==> config.mk <==
export PLATFORM = sky130hd
export DESIGN_NAME = fetch_unit
export DESIGN_NICKNAME = d
export VERILOG_FILES = /design/src/rtl/fetch_unit.sv
export SDC_FILE = /design/constraint.sdc
export NUM_CORES = 1
export LEC_CHECK = 0
export ABC_AREA = 1
export CAP_MARGIN = 20
export CORE_MARGIN = 3
export CORE_UTILIZATION = 40
export CTS_CLUSTER_SIZE = 14
export DETAILED_ROUTE_END_ITERATION = 7
export PLACE_DENSITY = 0.72
export SETUP_SLACK_MARGIN = 0.3
export SKIP_CTS_REPAIR_TIMING = 1
export SLEW_MARGIN = 5
export SYNTH_ARGS = -nofsm -noshare
export SYNTH_HDL_FRONTEND = slang
export SYNTH_SLANG_ARGS = --single-unit
==> constraint.sdc <==
create_clock -name clk -period 20 [get_ports clk]
set_input_delay 2 -clock clk [delete_from_list [all_inputs] [get_ports clk]]
set_output_delay 2 -clock clk [all_outputs]
set_load 0.02 [all_outputs]
==> src/rtl/fetch_unit.sv <==
// Instruction fetch stage: PC, in-order memory requests, response FIFO and
// branch redirect with discard of responses still in flight.
module fetch_unit #(
  parameter int unsigned ADDRESS_WIDTH = 32,
  parameter int unsigned DATA_WIDTH    = 32,
  parameter int unsigned DEPTH         = 4,
  parameter logic [ADDRESS_WIDTH-1:0] RESET_PC = '0
) (
  input  logic                     clk,
  input  logic                     rst,
  output logic                     imem_req_valid,
  input  logic                     imem_req_ready,
  output logic [ADDRESS_WIDTH-1:0] imem_req_addr,
  input  logic                     imem_rsp_valid,
  input  logic [DATA_WIDTH-1:0]    imem_rsp_data,
  input  logic                     redirect,
  input  logic [ADDRESS_WIDTH-1:0] redirect_pc,
  output logic                     instr_valid,
  input  logic                     instr_ready,
  output logic [DATA_WIDTH-1:0]    instr,
  output logic [ADDRESS_WIDTH-1:0] instr_pc
);

  localparam int unsigned PW = $clog2(DEPTH);
  localparam int unsigned CW = PW + 1;
  localparam int unsigned SW = PW + 2;

  logic [ADDRESS_WIDTH-1:0] pc;
  logic [ADDRESS_WIDTH-1:0] rsp_pc;
  logic [DATA_WIDTH-1:0]    word_q [DEPTH];
  logic [ADDRESS_WIDTH-1:0] pc_q   [DEPTH];
  logic [PW-1:0]            rd_ptr;
  logic [PW-1:0]            wr_ptr;
  logic [CW-1:0]            occ;
  logic [CW-1:0]            inflight;
  logic [CW-1:0]            discard;
  logic [SW-1:0]            credit;
  logic                     deq;
  logic                     req_fire;
  logic                     keep;

  // Credit counts in-flight plus buffered words so every kept response has a slot.
  always_comb begin
    instr_valid    = (occ != '0) && !redirect;
    deq            = instr_valid && instr_ready;
    credit         = SW'(inflight) + SW'(occ) - SW'(deq);
    imem_req_valid = !rst && !redirect && (credit < SW'(DEPTH));
    req_fire       = imem_req_valid && imem_req_ready;
    keep           = imem_rsp_valid && !redirect && (discard == '0);
  end

  assign imem_req_addr = pc;
  assign instr         = word_q[rd_ptr];
  assign instr_pc      = pc_q[rd_ptr];

  always_ff @(posedge clk) begin
    if (rst) begin
      pc       <= RESET_PC;
      rsp_pc   <= RESET_PC;
      occ      <= '0;
      inflight <= '0;
      discard  <= '0;
      rd_ptr   <= '0;
      wr_ptr   <= '0;
      for (int unsigned i = 0; i < DEPTH; i++) begin
        word_q[PW'(i)] <= '0;
        pc_q[PW'(i)]   <= RESET_PC;
      end
    end else if (redirect) begin
      // Everything still outstanding belongs to the wrong path.
      pc       <= {redirect_pc[ADDRESS_WIDTH-1:2], 2'b00};
      rsp_pc   <= {redirect_pc[ADDRESS_WIDTH-1:2], 2'b00};
      occ      <= '0;
      rd_ptr   <= wr_ptr;
      inflight <= inflight - CW'(imem_rsp_valid);
      discard  <= inflight - CW'(imem_rsp_valid);
    end else begin
      if (req_fire) begin
        pc <= pc + ADDRESS_WIDTH'(4);
      end
      inflight <= inflight + CW'(req_fire) - CW'(imem_rsp_valid);
      if (imem_rsp_valid && (discard != '0)) begin
        discard <= discard - CW'(1);
      end
      if (keep) begin
        word_q[wr_ptr] <= imem_rsp_data;
        pc_q[wr_ptr]   <= rsp_pc;
        wr_ptr         <= wr_ptr + PW'(1);
        rsp_pc         <= rsp_pc + ADDRESS_WIDTH'(4);
      end
      if (deq) begin
        rd_ptr <= rd_ptr + PW'(1);
      end
      occ <= occ + CW'(keep) - CW'(deq);
      assert (!(keep && (occ == CW'(DEPTH))));
    end
  end

endmodule

==> metrics.cfg, run 1 <==
[clock_network]
clk_pin_slew_worst_paths_ns=0.06
cts-buffers-inserted=36
htree_levels=2
cts_tree=done
cts_sinks=323
clockBufferDepth=3
cts-root-buf=clkbuf_16
clkLatencyLatePin_ns=0.53

[critical_path]
cp_max_fo=53
critPathKind=input port to output port
worstPathRequired_ns=18.00
startpoint_type=input port
arrival_ns=4.45
worstSetupEndpointType=output port

[timing]
hold_viol_final=0
timing.setup.tns_ns=0
finClkSkew_ns=0.0173
finalSetupViolations=0
hold_slack_ns=0.486
rsz0062_at_grt=no
fin_crit_sh_pct=32.3
fmaxAchievable_mhz=155
slew_viol_final=0
relSlewSlack_pct=32.0
tightest_slew_ns=1.02
final.min_clock_period_ns=6.45

[floorplan]
coreArea_um2=38100
fp-row-count=71
dieArea_um2=41500
initial_utilization_pct=41.0
die_y_um=204
die_w_um=204
pin_count=168

[route]
vias=13000
wl_per_cell_um=17.4
dr.pass1.iters=6
wl_um=42600
vias_per_cell=5.33
ant_nets=0
drc=0
drt_iter0_drc=947

[finish]
final_cells=2442
drive_gt1_share_pct=7.25
area_delta_synth_final_pct=20.2
n_antenna_cell=0
postLayoutCoreUtil_pct=49.3
fin_area_um2=18800
nets=1991
fillCellCount=3511

[grt]
grt_pass1_vias=12800
grt_max_degree=83
antenna_found_initial=0
grt_pass1_wl_um=67700
grt-ovfl-total=0
grtUsageTotal_pct=20.2

[min_path]
hold_path.class=flip-flop to flip-flop

[placed_design]
hpwl_um=25500
post_dp_cell_area_um2=17600
dp_cells=2376
io_buffers=161
place.gp.congestion=0.895

[power]
leakage_nw=6.96
p_per_area_nw_per_um2=88.4
vdd_drop_max_mv=0.0583

[status]
status=finished clean

[synth]
yosysWarnings=0
synth_cell_type_count=41
syn_inst=1787
ys_seq_elements=323
avgSynthCellArea_um2=8.75
synth_area_um2=15600
yosysSeqAreaShare_pct=57.3

[flow_run]
maxCapViolations=0

final timing paths:
kind,start,to,slack [ns],cells after the start
hold / removal,rd_ptr[1],flip-flop,0.49,2
setup reg to reg,discard[0],word_q[0][29],16.20,9
hold reg to reg,rd_ptr[1],flip-flop,0.49,2
setup / recovery,redirect,imem_req_valid,13.55,14
synth_stat cells (all sizes together):
cell	count	area (um^2)
a211oi	2	15.0
a21oi	43	215
a22o	2	17.5
a31oi	9	56.3
and2	2	12.5
and3	1	6.26
buf	29	171
clkbuf	72	270
clkinv	1	3.75
conb	1	3.75
dfxtp	75	1500
edfxtp	248	7450
fa	2	40.0
ha	15	188
inv	187	702
nand2	236	888
nand3	91	460
nand3b	5	37.5
nand4	10	62.6
nor2	406	1610
nor3	83	420
nor3b	1	12.5
o211ai	4	30.0
o21a	1	7.51
o21ai	178	891
o21bai	4	30.0
o22ai	62	388
o31ai	3	22.5
or2	3	18.8
xnor2	2	17.5
xor2	9	78.8
cell families (layout without fill, tap and decap cells):
kind of cell	after synthesis	count (layout)	synth area share (%)
simple gates	838	838	22.6
flops	323	323	57.3
compound gates	308	308	10.7
buf+inv	289	430	7.34
fa+ha+maj	17	17	1.46
xor+xnor	11	11	0.616
other cells	1	4	0.0240
report_power, final:
part	internal (mW)	switching, mW
logic	0.0813	0.145
registers	0.757	0.0200
clock network	0.385	0.274
per-layer routing:
metal  vias up  wire length (um)  part of all wire (%)  track usage [%]
met5         -                 0                     0                0
met4         0               991                   2.3             5.41
li1       6233                 -                     -                -
met2       492             20000                    47             33.7
met1      6233             18600                    44             27.9
met3        61              2990                   7.0             2.87
sequential cells by signal, summed over array words and instances (netlist names), named ones only:
register       cells
imem_req_addr     30
pc_q             120
wr_ptr             2
occ                3
rd_ptr             2
word_q           128
discard            3
rsp_pc            30
inflight           3
layout make-up:
type                            count  area [um^2]  share of cell area, %
Sequential cell                   323         8950                   47.6
Tap cell                          511          639                   3.40
Inverter                          188          709                   3.78
Timing Repair Buffer              177         1730                   9.23
Clock buffer                       40          916                   4.87
Clock inverter                     25          246                   1.31
Multi-Input combinational cell   1178         5590                   29.8
stage by stage:
stage / power (mW) / setup WS, ns
5_1_grt: 1.72 / 13.31
4_1_cts: 1.67 / 13.54
6_report: 1.66 / 13.55
3_5_place_dp: 1.02 / 13.46
3_3_place_gp: 1.01 / 13.60
2_1_floorplan: 0.919 / 12.28
critical path, stage by stage:
cell	delay, ns
buf_2	0.07
buf_4	0.47
inv_1	0.13
nand3_1	0.17
inv_1	0.10
ha_1	0.18
inv_1	0.05
ha_1	0.21
nand3_1	0.09
nand2_1	0.07
nand2_1	0.08
nand3_1	0.13
inv_1	0.09
clkdlybuf4s50_1	0.60
cell usage in the layout (no fill, tap or decap), drive strengths merged, types with 4 or more instances in the layout:
cell	count
nor2	406
edfxtp	248
nand2	236
inv	188
o21ai	178
clkdlybuf4s50	160
nand3	91
nor3	83
dfxtp	75
o22ai	62
a21oi	43
clkbuf	40
clkinv	21
buf	17
ha	15
nand4	10
a31oi	9
xor2	9
nand3b	5
o211ai	4
o21bai	4
conb	4
bufinv	4
Power figures use the tool's default switching activity.
==> inputs of run 2 (changes only) <==
- clock period: 20 -> 6.3 ns (I/O delays scaled with it)
==> metrics.cfg, run 2 (synthesized netlist as in run 1, its figures left out) <==
[clock_network]
cts_tree=done
clk_pin_slew_worst_paths_ns=0.06
cts-buffers-inserted=36
cts-root-buf=clkbuf_16
cts_sinks=323
clockBufferDepth=3
htree_levels=2
clkLatencyLatePin_ns=0.52

[grt]
grt_max_degree=96
grt_pass1_wl_um=66900
use_met3_pct=2.59
grtUsageTotal_pct=20.1
grt_pass1_vias=12600
grtUsageMet2_pct=33.4
grt-ovfl-total=0
gr-usage-met1_pct=27.8
antenna_found_initial=0
top_usage_layer=met2

[finish]
top_register=word_q
fillCellCount=3456
multi_input_area_um2=5590
regArea_um2=8950
largest_register_ffs=128
top_regs=word_q x128, pc_q x120
most-common-layout-cells=374 x nor2_1, 248 x edfxtp_1, 233 x nand2_1
nets=1995
layout_commonest_cell=nor2_1
n_antenna_cell=0
area_delta_synth_final_pct=20.3
drive_gt1_share_pct=7.60
fin_area_um2=18800

[critical_path]
worstPathRequired_ns=5.67
cp_max_fo=48
rr_worst_depth=7
arrival_ns=3.18
startpoint_type=input port
worstSetupEndpointType=output port
critPathKind=input port to output port

[floorplan]
dieArea_um2=41500
initial_utilization_pct=41.0
die_w_um=204
coreArea_um2=38100
die_y_um=204
fp-row-count=71
pin_count=168

[route]
vias=13100
drc=0
dr.pass1.iters=8
wl_um=42300
vias_per_cell=5.34
ant_nets=0
wl_per_cell_um=17.3
drt_iter0_drc=1105

[placed_design]
post_dp_cell_area_um2=17700
hpwl_um=25600
place.gp.congestion=0.920
io_buffers=161

[min_path]
hold_path.class=flip-flop to flip-flop
hold_depth=2

[timing]
tightest_slew_ns=1.13
final.min_clock_period_ns=3.81
hold_viol_final=0
relSlewSlack_pct=24.8
rsz0062_at_grt=no
hold_slack_ns=0.473
finalSetupViolations=0
fin_crit_sh_pct=60.5
fmaxAchievable_mhz=263
timing.setup.tns_ns=0
slew_viol_final=0
finClkSkew_ns=0.0176

[power]
vdd_drop_max_mv=0.153
leakage_nw=6.97
p_per_area_nw_per_um2=277
power_mw=5.21

[flow_run]
maxCapViolations=0

[status]
status=finished clean

-- run 2: changes by cell type in the layout (fill, tap and decap cells not counted), moves of 2 or more --
cell / delta
buf_4: +3
bufinv_16: -2
clkinv_1: -4
clkinv_2: +2
clkinvlp_4: +2
-- run 2: final cells by class --
cell class              count  area share [%]
clock buffers              42            5.08
clock inverters            22           0.938
flip-flops and latches    323            47.6
multi-input cells        1178            29.7
well taps                 511            3.40
repair buffers            181            9.51
inverters                 188            3.77
-- run 2: where the power goes --
group	internal (mW)	total, mW	switching, mW
Clock	1.17	2.02	0.846
Combinational	0.262	0.720	0.459
Sequential	2.40	2.47	0.0674
Total	3.84	5.21	1.37
-- run 2: worst max-delay path, stage by stage --
cell and delay, ns:
buf_2 0.10, inv_1 0.04, buf_4 0.46, nand3_1 0.22, inv_1 0.12, ha_1 0.14
inv_1 0.04, ha_1 0.26, nand3_1 0.07, nand2_1 0.08, inv_1 0.04, nand2_1 0.07
nand3_1 0.17, inv_1 0.11, clkdlybuf4s50_1 0.60
-- run 2: path summary, 6_finish.rpt --
path | from | to | slack [ns]
setup reg to reg | discard[0] | word_q[3][20] | 2.78
hold / removal | rd_ptr[1] | flip-flop | 0.47
hold reg to reg | rd_ptr[1] | flip-flop | 0.47
setup / recovery | redirect | imem_req_valid | 2.49
-- run 2: routing by layer --
layer | part of all wire, % | vias up
met5 | 0 | -
met4 | 2.1 | 0
met3 | 7.7 | 59
met2 | 47 | 581
met1 | 43 | 6186
li1 | - | 6239
-- run 2: through the flow --
stage,std cells,worst slack (ns),util (%)
global placement,2380,2.10,46.3
CTS,2444,1.79,49.3
detailed placement,2380,2.06,46.3
floorplan,1790,0.159,-
finish,2445,2.49,49.4
global route,2445,2.23,49.4
==> inputs of run 3 (changes only) <==
- PLACE_DENSITY: 0.72 -> 0.74
- clock period: 6.3 -> 3.5 ns (I/O delays scaled with it)
==> metrics.cfg, run 3 (synthesized netlist as in run 1, its figures left out) <==
[route]
wl_per_cell_um=17.5
vias=13000
dr.pass1.iters=5
vias_per_cell=5.30
wl_um=42900
drc=0
drt_iter0_drc=1329
ant_nets=0

[flow_run]
maxCapViolations=0

[grt]
grt-ovfl-total=0
grtUsageTotal_pct=20.2
antenna_found_initial=0
grt_max_degree=129
grt_pass1_wl_um=67300
grt_pass1_vias=12800

[critical_path]
startpoint_type=flip-flop
cp_max_fo=3
arrival_ns=3.52
r2r_setup_slack_ns=0.38
r2r_end=inflight[2]
rr_worst_depth=20
reg2reg_from=occ[1]
worstSetupEndpointType=flip-flop
critPathKind=flip-flop to flip-flop
worstPathRequired_ns=3.90

[power]
seq_power_share_pct=46.4
vdd_drop_max_mv=0.309
share_comb_of_total_power_pct=14.1
clkPwrFrac_pct=39.5
p_int_mw=7.05
leakage_nw=7.09
p_per_area_nw_per_um2=501
p_sw_share_pct=26.2
p_switching_mw=2.50

[clock_network]
clockBufferDepth=3
cts_tree=done
clk_pin_slew_worst_paths_ns=0.06
htree_levels=2
clkLatencyLatePin_ns=0.53
cts-buffers-inserted=36
cts_sinks=323
cts-root-buf=clkbuf_16

[finish]
top_regs=word_q x128, pc_q x120
fillCellCount=3468
area_delta_synth_final_pct=22.1
drive_gt1_share_pct=8.32
largest_register_ffs=128
n_antenna_cell=0
top_register=word_q
most-common-layout-cells=374 x nor2_1, 248 x edfxtp_1, 233 x nand2_1
layout_commonest_cell=nor2_1
nets=2006

[floorplan]
die_y_um=204
dieArea_um2=41500
initial_utilization_pct=41.0
pin_count=168
die_w_um=204
fp-row-count=71
coreArea_um2=38100

[timing]
timing.setup.tns_ns=0
tightest_slew_ns=0.877
fin_crit_sh_pct=89.1
fin_ws_ns=0.381
fmaxAchievable_mhz=321
hold_viol_final=0
rsz0062_at_grt=yes
final.min_clock_period_ns=3.12
finClkSkew_ns=0.0149
relSlewSlack_pct=41.4
finalSetupViolations=0
slew_viol_final=0

[min_path]
hold_start=redirect
hold_depth=6
hold_path.class=input port to flip-flop

[placed_design]
hpwl_um=26500
io_buffers=161
place.gp.congestion=0.912
post-place-ws_ns=0.0711

[status]
status=finished clean

## run 3: cell types whose count changed in the layout (fill, tap and decap cells not counted), sizes merged
cell / before / now
clkinv: 18 / 16
inv: 188 / 187
clkbuf: 42 / 46
bufinv: 2 / 4
buf: 21 / 32
clkdlybuf4s50: 160 / 159
clkinvlp: 2 / 0
dlymetal6s2s: 0 / 1
## run 3: final cells by class
type / instances / area (um^2) / area share (%)
Clock buffer: 46 / 948 / 4.97
Clock inverter: 19 / 218 / 1.14
Inverter: 188 / 712 / 3.73
Multi-Input combinational cell: 1178 / 5620 / 29.5
Sequential cell: 323 / 8960 / 47.0
Tap cell: 511 / 639 / 3.35
Timing Repair Buffer: 192 / 1980 / 10.4
## run 3: metrics by stage
stage / cells / util (%) / total power, mW / instance area, um^2 / hold slack [ns]
final: 2457 / 50.1 / 9.55 / 19100 / 0.323
after global routing: 2457 / 50.1 / 9.89 / 19100 / 0.360
after CTS: 2457 / 50.0 / 9.60 / 19100 / 0.325
after detailed placement: 2392 / 47.0 / 5.86 / 17900 / 0.487
after global placement: 2392 / 47.0 / 5.82 / 17900 / 0.464
after floorplan: 1790 / - / 5.25 / 15700 / 0.456
## run 3: how the worst max path moves through the flow
stage,startpoint,endpoint,slack [ns],depth (start not counted)
global placement,instr_ready,inflight[2],0.09,19
CTS,flip-flop,instr[12],0.24,5
global route,occ[1],inflight[2],0.20,20
finish,occ[1],inflight[2],0.38,20
detailed placement,instr_ready,inflight[2],0.07,19
floorplan,discard[0],pc_q[3][10],0.26,6
## run 3: per-layer routing
layer	wire length, um	global-route usage [%]	up-vias
met5	0	0	-
met4	840	5.16	0
met3	3440	2.89	66
met2	20400	34.1	574
met1	18300	27.4	6121
li1	-	-	6251
## run 3: critical path, stage by stage, from the launching register on
cell	delay, ns
dfxtp_2	0.36
inv_1	0.08
nand3_1	0.13
nand3_4	0.09
inv_2	0.07
ha_1	0.13
inv_1	0.04
ha_1	0.26
nand3_1	0.06
nand2_1	0.08
inv_1	0.04
nand2_1	0.07
nand4_1	0.18
ha_4	0.32
inv_1	0.04
ha_2	0.17
fa_2	0.35
xor2_1	0.18
or2_4	0.23
nand3_2	0.05
a21oi_1	0.06
## run 3: power by group through the flow
stage	logic [mW]	clock network (mW)	registers, mW
global placement	1.32	0	4.50
CTS	1.36	3.81	4.43
finish	1.35	3.77	4.44
global route	1.47	3.97	4.45
detailed placement	1.35	0	4.51
floorplan	0.744	0	4.51
